[src/rtl/branch_resolve_unit_if.sv]
// branch_resolve_unit_if: decode-stage branch resolution bus (inputs from decode, results back)
interface branch_resolve_unit_if #(parameter int XLEN = 32, parameter int CNT_W = 16);
  logic in_valid;
  logic stall;
  logic flush;
  logic is_branch;
  logic [XLEN-1:0] pc;
  logic [2:0] funct3;
  logic pred_taken_d;
  logic [1:0] fub_cs_1;
  logic [1:0] fub_cs_2;
  logic [XLEN-1:0] rs1;
  logic [XLEN-1:0] rs2;
  logic [XLEN-1:0] alu_out;
  logic [XLEN-1:0] mem_out;
  logic [XLEN-1:0] wb_out;
  logic [XLEN-1:0] fetch_pc;
  logic pred_taken;
  logic res_valid;
  logic res_taken;
  logic res_illegal;
  logic mispredict;
  logic [CNT_W-1:0] br_count;
  logic [CNT_W-1:0] mispred_count;
  modport master (
    output in_valid, stall, flush, is_branch, pc, funct3, pred_taken_d, fub_cs_1, fub_cs_2,
           rs1, rs2, alu_out, mem_out, wb_out, fetch_pc,
    input pred_taken, res_valid, res_taken, res_illegal, mispredict, br_count, mispred_count
  );
  modport slave (
    input in_valid, stall, flush, is_branch, pc, funct3, pred_taken_d, fub_cs_1, fub_cs_2,
          rs1, rs2, alu_out, mem_out, wb_out, fetch_pc,
    output pred_taken, res_valid, res_taken, res_illegal, mispredict, br_count, mispred_count
  );
endinterface

[src/rtl/branch_resolve_unit.sv]
// branch_resolve_unit: forwarded-operand branch evaluation, registered outcome, 2-bit BHT and statistics
module branch_resolve_unit #(
  parameter int XLEN = 32,
  parameter int BHT_IDX_W = 6,
  parameter int CNT_W = 16
) (
  input logic clk,
  input logic rst,
  branch_resolve_unit_if.slave b
);
  logic [1:0] bht [2**BHT_IDX_W];
  logic [XLEN-1:0] op1, op2;
  logic eq, lt, ltu, cond, illegal, taken, accept, legal_acc, mis;
  logic [BHT_IDX_W-1:0] idx, fidx;
  logic unused;
  assign unused = ^{b.pc[XLEN-1:BHT_IDX_W+2], b.pc[1:0], b.fetch_pc[XLEN-1:BHT_IDX_W+2], b.fetch_pc[1:0]};
  assign idx = b.pc[BHT_IDX_W+1:2];
  assign fidx = b.fetch_pc[BHT_IDX_W+1:2];
  assign b.pred_taken = bht[fidx][1];
  // operand forwarding, condition evaluation and slot qualification
  always_comb begin
    op1 = b.fub_cs_1 == 2'b00 ? b.rs1 : b.fub_cs_1 == 2'b10 ? b.alu_out : b.fub_cs_1 == 2'b01 ? b.mem_out : b.wb_out;
    op2 = b.fub_cs_2 == 2'b00 ? b.rs2 : b.fub_cs_2 == 2'b10 ? b.alu_out : b.fub_cs_2 == 2'b01 ? b.mem_out : b.wb_out;
    eq = op1 == op2;
    lt = $signed(op1) < $signed(op2);
    ltu = op1 < op2;
    illegal = b.funct3[2:1] == 2'b01;
    cond = b.funct3[2] ? (b.funct3[1] ? ltu : lt) : eq;
    taken = !illegal && (cond ^ b.funct3[0]);
    accept = b.in_valid && b.is_branch && !b.stall && !b.flush;
    legal_acc = accept && !illegal;
    mis = legal_acc && (taken != b.pred_taken_d);
  end
  // registered outcome and saturating statistics
  always_ff @(posedge clk or posedge rst) begin
    if (rst) begin
      b.res_valid <= 1'b0;
      b.res_taken <= 1'b0;
      b.res_illegal <= 1'b0;
      b.mispredict <= 1'b0;
      b.br_count <= '0;
      b.mispred_count <= '0;
    end else if (b.flush) begin
      b.res_valid <= 1'b0;
      b.res_taken <= 1'b0;
      b.res_illegal <= 1'b0;
      b.mispredict <= 1'b0;
    end else if (!b.stall) begin
      b.res_valid <= accept;
      b.res_taken <= accept && taken;
      b.res_illegal <= accept && illegal;
      b.mispredict <= mis;
      if (legal_acc && b.br_count != {CNT_W{1'b1}}) b.br_count <= b.br_count + 1'b1;
      if (mis && b.mispred_count != {CNT_W{1'b1}}) b.mispred_count <= b.mispred_count + 1'b1;
    end
  end
  // BHT training on legal accepted branches; reset restores weakly not-taken
  always_ff @(posedge clk or posedge rst) begin
    if (rst) begin
      for (int i = 0; i < 2**BHT_IDX_W; i++) bht[i] <= 2'b01;
    end else if (legal_acc) begin
      bht[idx] <= taken ? (bht[idx] == 2'b11 ? 2'b11 : bht[idx] + 2'b01) : (bht[idx] == 2'b00 ? 2'b00 : bht[idx] - 2'b01);
    end
  end
endmodule

[src/flat_wrapper.sv]
// flat-port wrapper written by rule: the top's interface ports become plain ports
module branch_resolve_unit_flat 
#(
  parameter int XLEN = 32,
  parameter int BHT_IDX_W = 6,
  parameter int CNT_W = 16
)
  (clk, rst, b_in_valid, b_stall, b_flush, b_is_branch, b_pc, b_funct3, b_pred_taken_d, b_fub_cs_1, b_fub_cs_2, b_rs1, b_rs2, b_alu_out, b_mem_out, b_wb_out, b_fetch_pc, b_pred_taken, b_res_valid, b_res_taken, b_res_illegal, b_mispredict, b_br_count, b_mispred_count);
  branch_resolve_unit_if #(.XLEN(XLEN), .CNT_W(CNT_W)) b_i ();
  input logic clk;
  input logic rst;
  input wire logic [$bits(b_i.in_valid)-1:0] b_in_valid;
  input wire logic [$bits(b_i.stall)-1:0] b_stall;
  input wire logic [$bits(b_i.flush)-1:0] b_flush;
  input wire logic [$bits(b_i.is_branch)-1:0] b_is_branch;
  input wire logic [$bits(b_i.pc)-1:0] b_pc;
  input wire logic [$bits(b_i.funct3)-1:0] b_funct3;
  input wire logic [$bits(b_i.pred_taken_d)-1:0] b_pred_taken_d;
  input wire logic [$bits(b_i.fub_cs_1)-1:0] b_fub_cs_1;
  input wire logic [$bits(b_i.fub_cs_2)-1:0] b_fub_cs_2;
  input wire logic [$bits(b_i.rs1)-1:0] b_rs1;
  input wire logic [$bits(b_i.rs2)-1:0] b_rs2;
  input wire logic [$bits(b_i.alu_out)-1:0] b_alu_out;
  input wire logic [$bits(b_i.mem_out)-1:0] b_mem_out;
  input wire logic [$bits(b_i.wb_out)-1:0] b_wb_out;
  input wire logic [$bits(b_i.fetch_pc)-1:0] b_fetch_pc;
  output wire logic [$bits(b_i.pred_taken)-1:0] b_pred_taken;
  output wire logic [$bits(b_i.res_valid)-1:0] b_res_valid;
  output wire logic [$bits(b_i.res_taken)-1:0] b_res_taken;
  output wire logic [$bits(b_i.res_illegal)-1:0] b_res_illegal;
  output wire logic [$bits(b_i.mispredict)-1:0] b_mispredict;
  output wire logic [$bits(b_i.br_count)-1:0] b_br_count;
  output wire logic [$bits(b_i.mispred_count)-1:0] b_mispred_count;
  assign b_i.in_valid = b_in_valid;
  assign b_i.stall = b_stall;
  assign b_i.flush = b_flush;
  assign b_i.is_branch = b_is_branch;
  assign b_i.pc = b_pc;
  assign b_i.funct3 = b_funct3;
  assign b_i.pred_taken_d = b_pred_taken_d;
  assign b_i.fub_cs_1 = b_fub_cs_1;
  assign b_i.fub_cs_2 = b_fub_cs_2;
  assign b_i.rs1 = b_rs1;
  assign b_i.rs2 = b_rs2;
  assign b_i.alu_out = b_alu_out;
  assign b_i.mem_out = b_mem_out;
  assign b_i.wb_out = b_wb_out;
  assign b_i.fetch_pc = b_fetch_pc;
  assign b_pred_taken = b_i.pred_taken;
  assign b_res_valid = b_i.res_valid;
  assign b_res_taken = b_i.res_taken;
  assign b_res_illegal = b_i.res_illegal;
  assign b_mispredict = b_i.mispredict;
  assign b_br_count = b_i.br_count;
  assign b_mispred_count = b_i.mispred_count;
  branch_resolve_unit #(.XLEN(XLEN), .BHT_IDX_W(BHT_IDX_W), .CNT_W(CNT_W)) u_core (.clk(clk), .rst(rst), .b(b_i));
endmodule
[config.mk]
export PLATFORM = sky130hd
export DESIGN_NAME = branch_resolve_unit_flat
export DESIGN_NICKNAME = d
export VERILOG_FILES = /design/src/rtl/branch_resolve_unit_if.sv /design/src/rtl/branch_resolve_unit.sv /design/src/flat_wrapper.sv
export SDC_FILE = /design/constraint.sdc
export NUM_CORES = 1
export LEC_CHECK = 0
export ABC_AREA = 1
export BUFFER_PORTS_ARGS = -buffer_cell sky130_fd_sc_hd__buf_2
export CORE_ASPECT_RATIO = 1.2
export CORE_MARGIN = 2
export CORE_UTILIZATION = 50
export CTS_CLUSTER_DIAMETER = 60
export DETAILED_ROUTE_END_ITERATION = 16
export PLACE_DENSITY_LB_ADDON = 0.12
export SYNTH_ARGS = -nofsm -noshare
export SYNTH_HDL_FRONTEND = slang
export SYNTH_SLANG_ARGS = --single-unit
[constraint.sdc]
create_clock -name clk -period 4.75 [get_ports clk]
set_input_delay 0.7125 -clock clk [delete_from_list [all_inputs] [get_ports clk]]
set_output_delay 0.7125 -clock clk [all_outputs]
set_load 0.05 [all_outputs]
# Word level (Yosys, flattened, before mapping)
# Cells that the tools add are included.
[totals]
memories = 0
ram_bits = 0
latchBits = 0
register_bits = 164
mem_bits_ro = 0
[classes]
magnitude_cmp = 5
shifts = 0
n_eq_ne = 11
bitwise_logic = 5
multipliers = 0
div = 0
addsub = 4
mux = 28
n_reduce_logical = 19
[op_table]
columns = ["cell", "count"]
rows = [
  ["two-way mux 32 bit", 6],
  ["bitwise mux 128 bit", 1],
  ["less-than comparator 32 bit", 2],
  ["adder 16 x 1 -> 16 bit (second input constant)", 2],
  ["== test 32 bit", 1],
  ["!= test 16 bit (second input constant)", 2],
  ["binary-select mux 2 bit (select 6 bit)", 2],
  ["two-way mux 2 bit", 8],
  [">= comparator 7 bit (second input constant)", 2],
  ["NOT 6 -> 7 bit", 2],
  ["demux 2 bit (select 6 bit)", 1],
  ["logical AND 1 bit", 11],
  ["two-way mux 1 bit", 10],
  ["less-than comparator 7 x 1 -> 1 bit (second input constant)", 1],
  ["== test 2 x 1 -> 1 bit (second input constant)", 3],
  ["== test 2 bit (second input constant)", 3],
  ["zero test 2 bit", 3],
  ["AND reduction 3 bit", 2],
  ["zero test 1 bit", 3],
  ["adder 2 x 1 -> 2 bit (second input constant)", 1],
  ["!= test 2 x 1 -> 1 bit (second input constant)", 1],
  ["NOT 1 bit", 2],
  ["subtractor 2 x 1 -> 2 bit (second input constant)", 1],
  ["!= test 1 bit", 1],
  ["bitwise XOR 1 bit", 1],
]

# Logic depth before layout (Yosys ltp)
[depth]
ltp_word = 13
ltp_mapped = 28
ltp_nobuf = 25

# Worst setup path after synthesis
# Ideal clock, no wire load.
[synth_path]
path_kind = "input to register"
from = "input port b_fub_cs_1[0]"
to = "register u_core.b.mispred_count[10]"
required_time_ns = 4.683
path_slack_ns = 0.820
path_stages = 23
arrival_time_ns = 3.864
n_path_buf = 3
path_cell_list = "clkbuf_1 > clkinv_1 > nor2_1 > inv_1 > clkbuf_1 > o211ai_1 > a21oi_1 > ha_1 > nand4_1 > nor2_1 > nand2_1 > nor2_1 > nand2_1 > nand3_1 > nand2_1 > nand3_1 > nand3_1 > nand2_1 > nand2_1 > nand2_1 > clkbuf_1 > nand4_1 > nand2_1"
[synth_via]
elab_chain_len = 13
word_cells_on_any_way = 17
[synth_rtl]
columns = ["item", "line", "source"]
rows = [
  ["start, declared", "flat_wrapper.sv:19", "input wire logic [$bits(b_i.fub_cs_1)-1:0] b_fub_cs_1;"],
  ["== test 2 x 1 -> 1 bit", "branch_resolve_unit.sv:22", "op1 = b.fub_cs_1 == 2'b00 ? b.rs1 : b.fub_cs_1 == 2'b10 ? b.alu_out : b.fub_cs_1 == 2'b01 ? b.mem_out : b.wb_o ..."],
  ["two-way mux 32 bit (2 in series)", "branch_resolve_unit.sv:22", ""],
  ["two-way mux 32 bit (*)", "branch_resolve_unit.sv:22", ""],
  ["less-than comparator 32 bit (on tied branches)", "branch_resolve_unit.sv:25, branch_resolve_unit.sv:26", ""],
  ["two-way mux 1 bit", "branch_resolve_unit.sv:28", "cond = b.funct3[2] ? (b.funct3[1] ? ltu : lt) : eq;"],
  ["two-way mux 1 bit (*)", "branch_resolve_unit.sv:28", ""],
  ["bitwise XOR 1 bit (*)", "branch_resolve_unit.sv:29", "taken = !illegal && (cond ^ b.funct3[0]);"],
  ["logical AND 1 bit (*)", "branch_resolve_unit.sv:29", ""],
  ["!= test 1 bit (*)", "branch_resolve_unit.sv:32", "mis = legal_acc && (taken != b.pred_taken_d);"],
  ["logical AND 1 bit (*)", "branch_resolve_unit.sv:32", ""],
  ["logical AND 1 bit (*)", "branch_resolve_unit.sv:54", "if (mis && b.mispred_count != {CNT_W{1'b1}}) b.mispred_count <= b.mispred_count + 1'b1;"],
  ["AND reduction 3 bit (no source line) (*)", "-", ""],
  ["end signal, assigned", "branch_resolve_unit.sv:54", ""],
  ["end, declared", "branch_resolve_unit_if.sv:33", "output pred_taken, res_valid, res_taken, res_illegal, mispredict, br_count, mispred_count"],
]
# Mark *: on every way between the ends. The rest lies on a longest branch, timed or not.
# A chain may end at the register's enable or synchronous reset.

# Final worst setup path
[layout_path]
from = "input port b_fub_cs_1[0]"
to = "register u_core.bht[93] (netlist bit)"
[layout_via]
elab_chain_len = 11
word_cells_on_any_way = 15
[layout_rtl]
columns = ["item", "line", "source"]
rows = [
  ["== test 2 x 1 -> 1 bit", "branch_resolve_unit.sv:22", ""],
  ["two-way mux 32 bit (2 in series)", "branch_resolve_unit.sv:22", ""],
  ["two-way mux 32 bit (*)", "branch_resolve_unit.sv:22", ""],
  ["less-than comparator 32 bit (on tied branches)", "branch_resolve_unit.sv:25, branch_resolve_unit.sv:26", ""],
  ["two-way mux 1 bit", "branch_resolve_unit.sv:28", ""],
  ["two-way mux 1 bit (*)", "branch_resolve_unit.sv:28", ""],
  ["bitwise XOR 1 bit (*)", "branch_resolve_unit.sv:29", ""],
  ["logical AND 1 bit (*)", "branch_resolve_unit.sv:29", ""],
  ["two-way mux 2 bit (*)", "branch_resolve_unit.sv:62", "bht[idx] <= taken ? (bht[idx] == 2'b11 ? 2'b11 : bht[idx] + 2'b01) : (bht[idx] == 2'b00 ? 2'b00 : bht[idx] - 2 ..."],
  ["bitwise mux 128 bit (*)", "branch_resolve_unit.sv:62", ""],
  ["end signal, assigned by index", "branch_resolve_unit.sv:62", ""],
  ["end, declared", "branch_resolve_unit.sv:11", "logic [1:0] bht [2**BHT_IDX_W];"],
]
# Marked as above.

==> impl_metrics.toml <==
[power_and_ir_drop]
power_mw = 3.69
switching_share_pct = 34.4
p_per_area_nw_per_um2 = 266
switchingPower_mw = 1.27
comb_power_share_pct = 22.7
leakage_nw = 6.84
seq_power_share_pct = 39.9
max-vdd-ir-drop_mv = 0.204
pwr-share-clk_pct = 37.5
power.internal_mw = 2.42

[floorplan]
die_w_um = 145
core_um2 = 23300
rows = 61
io_pins = 275
die_h_um = 173
start_util_pct = 51.1
dieArea_um2 = 25000

[logic_synthesis]
synth_area_um2 = 11900
syn_inst = 1701
synth_warnings = 0
ys_seq_elements = 164
ys_seq_area_share_pct = 35.2
syn-num-nets = 1973
ys_types = 42
synth.avg_cell_area_um2 = 6.99
synth_edf_count = 0
async_flop_share_pct = 100
ys.flop_type = "dfrtp_1"

[clock_network]
clkLatencyLatePin_ps = 440
cts_resized = 0
ctsHtreeMaxLevel = 4
clockBufferDepth = 2
clk_pin_slew_ps = 80
cts_inserted_buffers = 17
cts_setup_buffers = 0
cts_hold_buf = 0
root_buffer = "clkbuf_16"
cts.sinks = 164
cts_tree = "built"

[drt]
viasPerCell = 5.87
ant_nets = 0
drc = 0
wirelength_um = 42600
first_pass_iters = 5
dr.first_iter.drc_count = 1110
num_vias = 13100
wire_per_inst_um = 19.1

[critical_path]
cp_max_fo = 26
cp_slowest_cell = "nand2_4"
required_ps = 5120
worstReg2RegEnd = "u_core.b.mispred_count[2]"
cp_common_cell = "nand2_1"
cp.buffers_inverters = 5
crit_type = "in2reg"
startpoint_type = "primary input"
crit_path_end_kind = "flop"
reg2reg_from = "u_core.b.mispred_count[0]"
r2r_setup_slack_ps = 2080
crit_cells = 25
critPathTopFamily = "simple AND/OR/NAND/NOR gates"
r2r_cells = 8
cp_slowest_stage_delay_ps = 400
critPathArrivalTime_ps = 4480

[place]
place_inst = 2188
hpwl_um = 29200
port_buffers = 222
gp_congestion = 1.01

[sta]
slew_headroom_pct = 28.8
final_max_slew_viol_count = 0
post-route-period-util_pct = 86.5
fin_skew_ps = 17.6
finalCriticalPeriod_ps = 4110
fin_tns_setup_ps = 0
max_clock_freq_mhz = 243
setup_viol_count_final = 0
rsz0062_at_grt = "no"
hold_viol_final = 0
worst_pin_slew_ps = 1070

[global_route]
antenna_found_initial = 8
grt_pass1_vias = 12500
grt.overflow.total = 0
grt_max_degree = 165
grt_pass1_wl_um = 66500
grt_usage_pct = 33.9

[cells_and_area]
num-fill-cells = 2262
final_cell_mix = "507 x nand2_1, 222 x buf_2, 175 x nand3_1, 156 x inv_1, 122 x nor2_1"
syn_to_final_growth_pct = 16.5
nets = 2164
drive_gt1_share_pct = 20.7
layout_commonest_cell = "nand2_1"
final_cells = 2228
fin_util_pct = 59.5

[run_status]
status = "finished clean"

[worst_hold_path]
hold_path_class = "in2async"

[job]
drv_cap = 0
## tightest hold or removal path, stage by stage
cell and delay [ps]:
buf_2 110, clkinvlp_4 70, buf_12 540
## sequential cells by signal, indices dropped and copies added, names as in the netlist
name                    count
u_core.bht                128
u_core.b.br_count          16
u_core.b.mispred_count     16
u_core.b.mispredict         1
u_core.b.res_illegal        1
u_core.b.res_taken          1
u_core.b.res_valid          1
## cell families after synthesis
family | after synthesis | share of synthesized area [%]
compound gates | 288 | 15.7
xor+xnor | 29 | 2.14
fa+ha+maj | 34 | 3.58
buf+inv | 257 | 9.82
flops | 164 | 35.2
simple gates | 929 | 33.6
## how the worst max path moves through the flow
stage	endpoint	startpoint
after floorplan	u_core.b.mispred_count[10]	b_fub_cs_1[0]
after global placement	u_core.bht[107]	b_fub_cs_1[0]
after detailed placement	u_core.bht[65]	b_fub_cs_1[0]
after CTS	u_core.bht[93]	b_fub_cs_1[0]
after global routing	u_core.bht[75]	b_fub_cs_1[0]
final	u_core.bht[93]	b_fub_cs_1[0]
## power groups by stage
stage / combinational (mW) / sequential (mW) / clock (mW)
finish: 0.837 / 1.47 / 1.38
CTS: 0.828 / 1.47 / 1.39
detailed placement: 0.823 / 1.50 / 0
floorplan: 0.468 / 1.56 / 0
global route: 0.912 / 1.48 / 1.46
global placement: 0.814 / 1.49 / 0
## per-layer routing
layer,share of wire [%],vias to the layer above,track usage (%)
li1,-,6135,-
met1,39,6114,43.6
met2,48,718,55.1
met3,9.0,111,6.56
met4,3.9,4,14.6
met5,0.047,-,0
## metrics by stage
stage	worst slack (ps)	hold WS [ps]	instance area (um^2)
2_1_floorplan	820	447	11900
3_3_place_gp	393	453	13300
3_5_place_dp	244	456	13300
4_1_cts	672	469	13800
6_report	643	441	13900
5_1_grt	282	478	13800
## final cells by class
class / instances / area, um^2 / area share (%)
clock inverter: 15 / 156 / 1.13
inverter: 173 / 653 / 4.71
multi-input combinational: 1280 / 6540 / 47.2
tap: 315 / 394 / 2.84
sequential: 164 / 4180 / 30.2
timing repair buffer: 256 / 1480 / 10.7
antenna: 8 / 20.0 / 0.144
clock buffer: 17 / 425 / 3.07
## cell usage after synthesis, types with 4 or more instances
master	number	share of area, %
a21oi_1	54	2.3
a221oi_1	7	0.52
a221oi_2	5	0.63
a22oi_1	28	1.8
buf_1	4	0.13
buf_2	6	0.25
buf_6	25	2.4
clkbuf_1	47	1.5
clkinv_1	4	0.13
dfrtp_1	100	21
dfstp_2	64	14
ha_1	34	3.6
inv_1	157	5.0
inv_2	12	0.38
nand2_1	508	16
nand2_4	4	0.38
nand3_1	175	7.4
nand3_2	6	0.51
nand4_1	37	1.9
nor2_1	122	3.9
nor3_1	64	2.7
nor3b_1	5	0.32
o2111ai_1	8	0.59
o211ai_1	14	0.88
o21a_1	7	0.44
o21ai_0	88	3.7
o221a_2	11	1.0
o221ai_1	15	1.1
o22ai_1	41	2.2
xnor2_1	14	1.0
xor2_1	15	1.1
(Power assumes the default switching activity.)
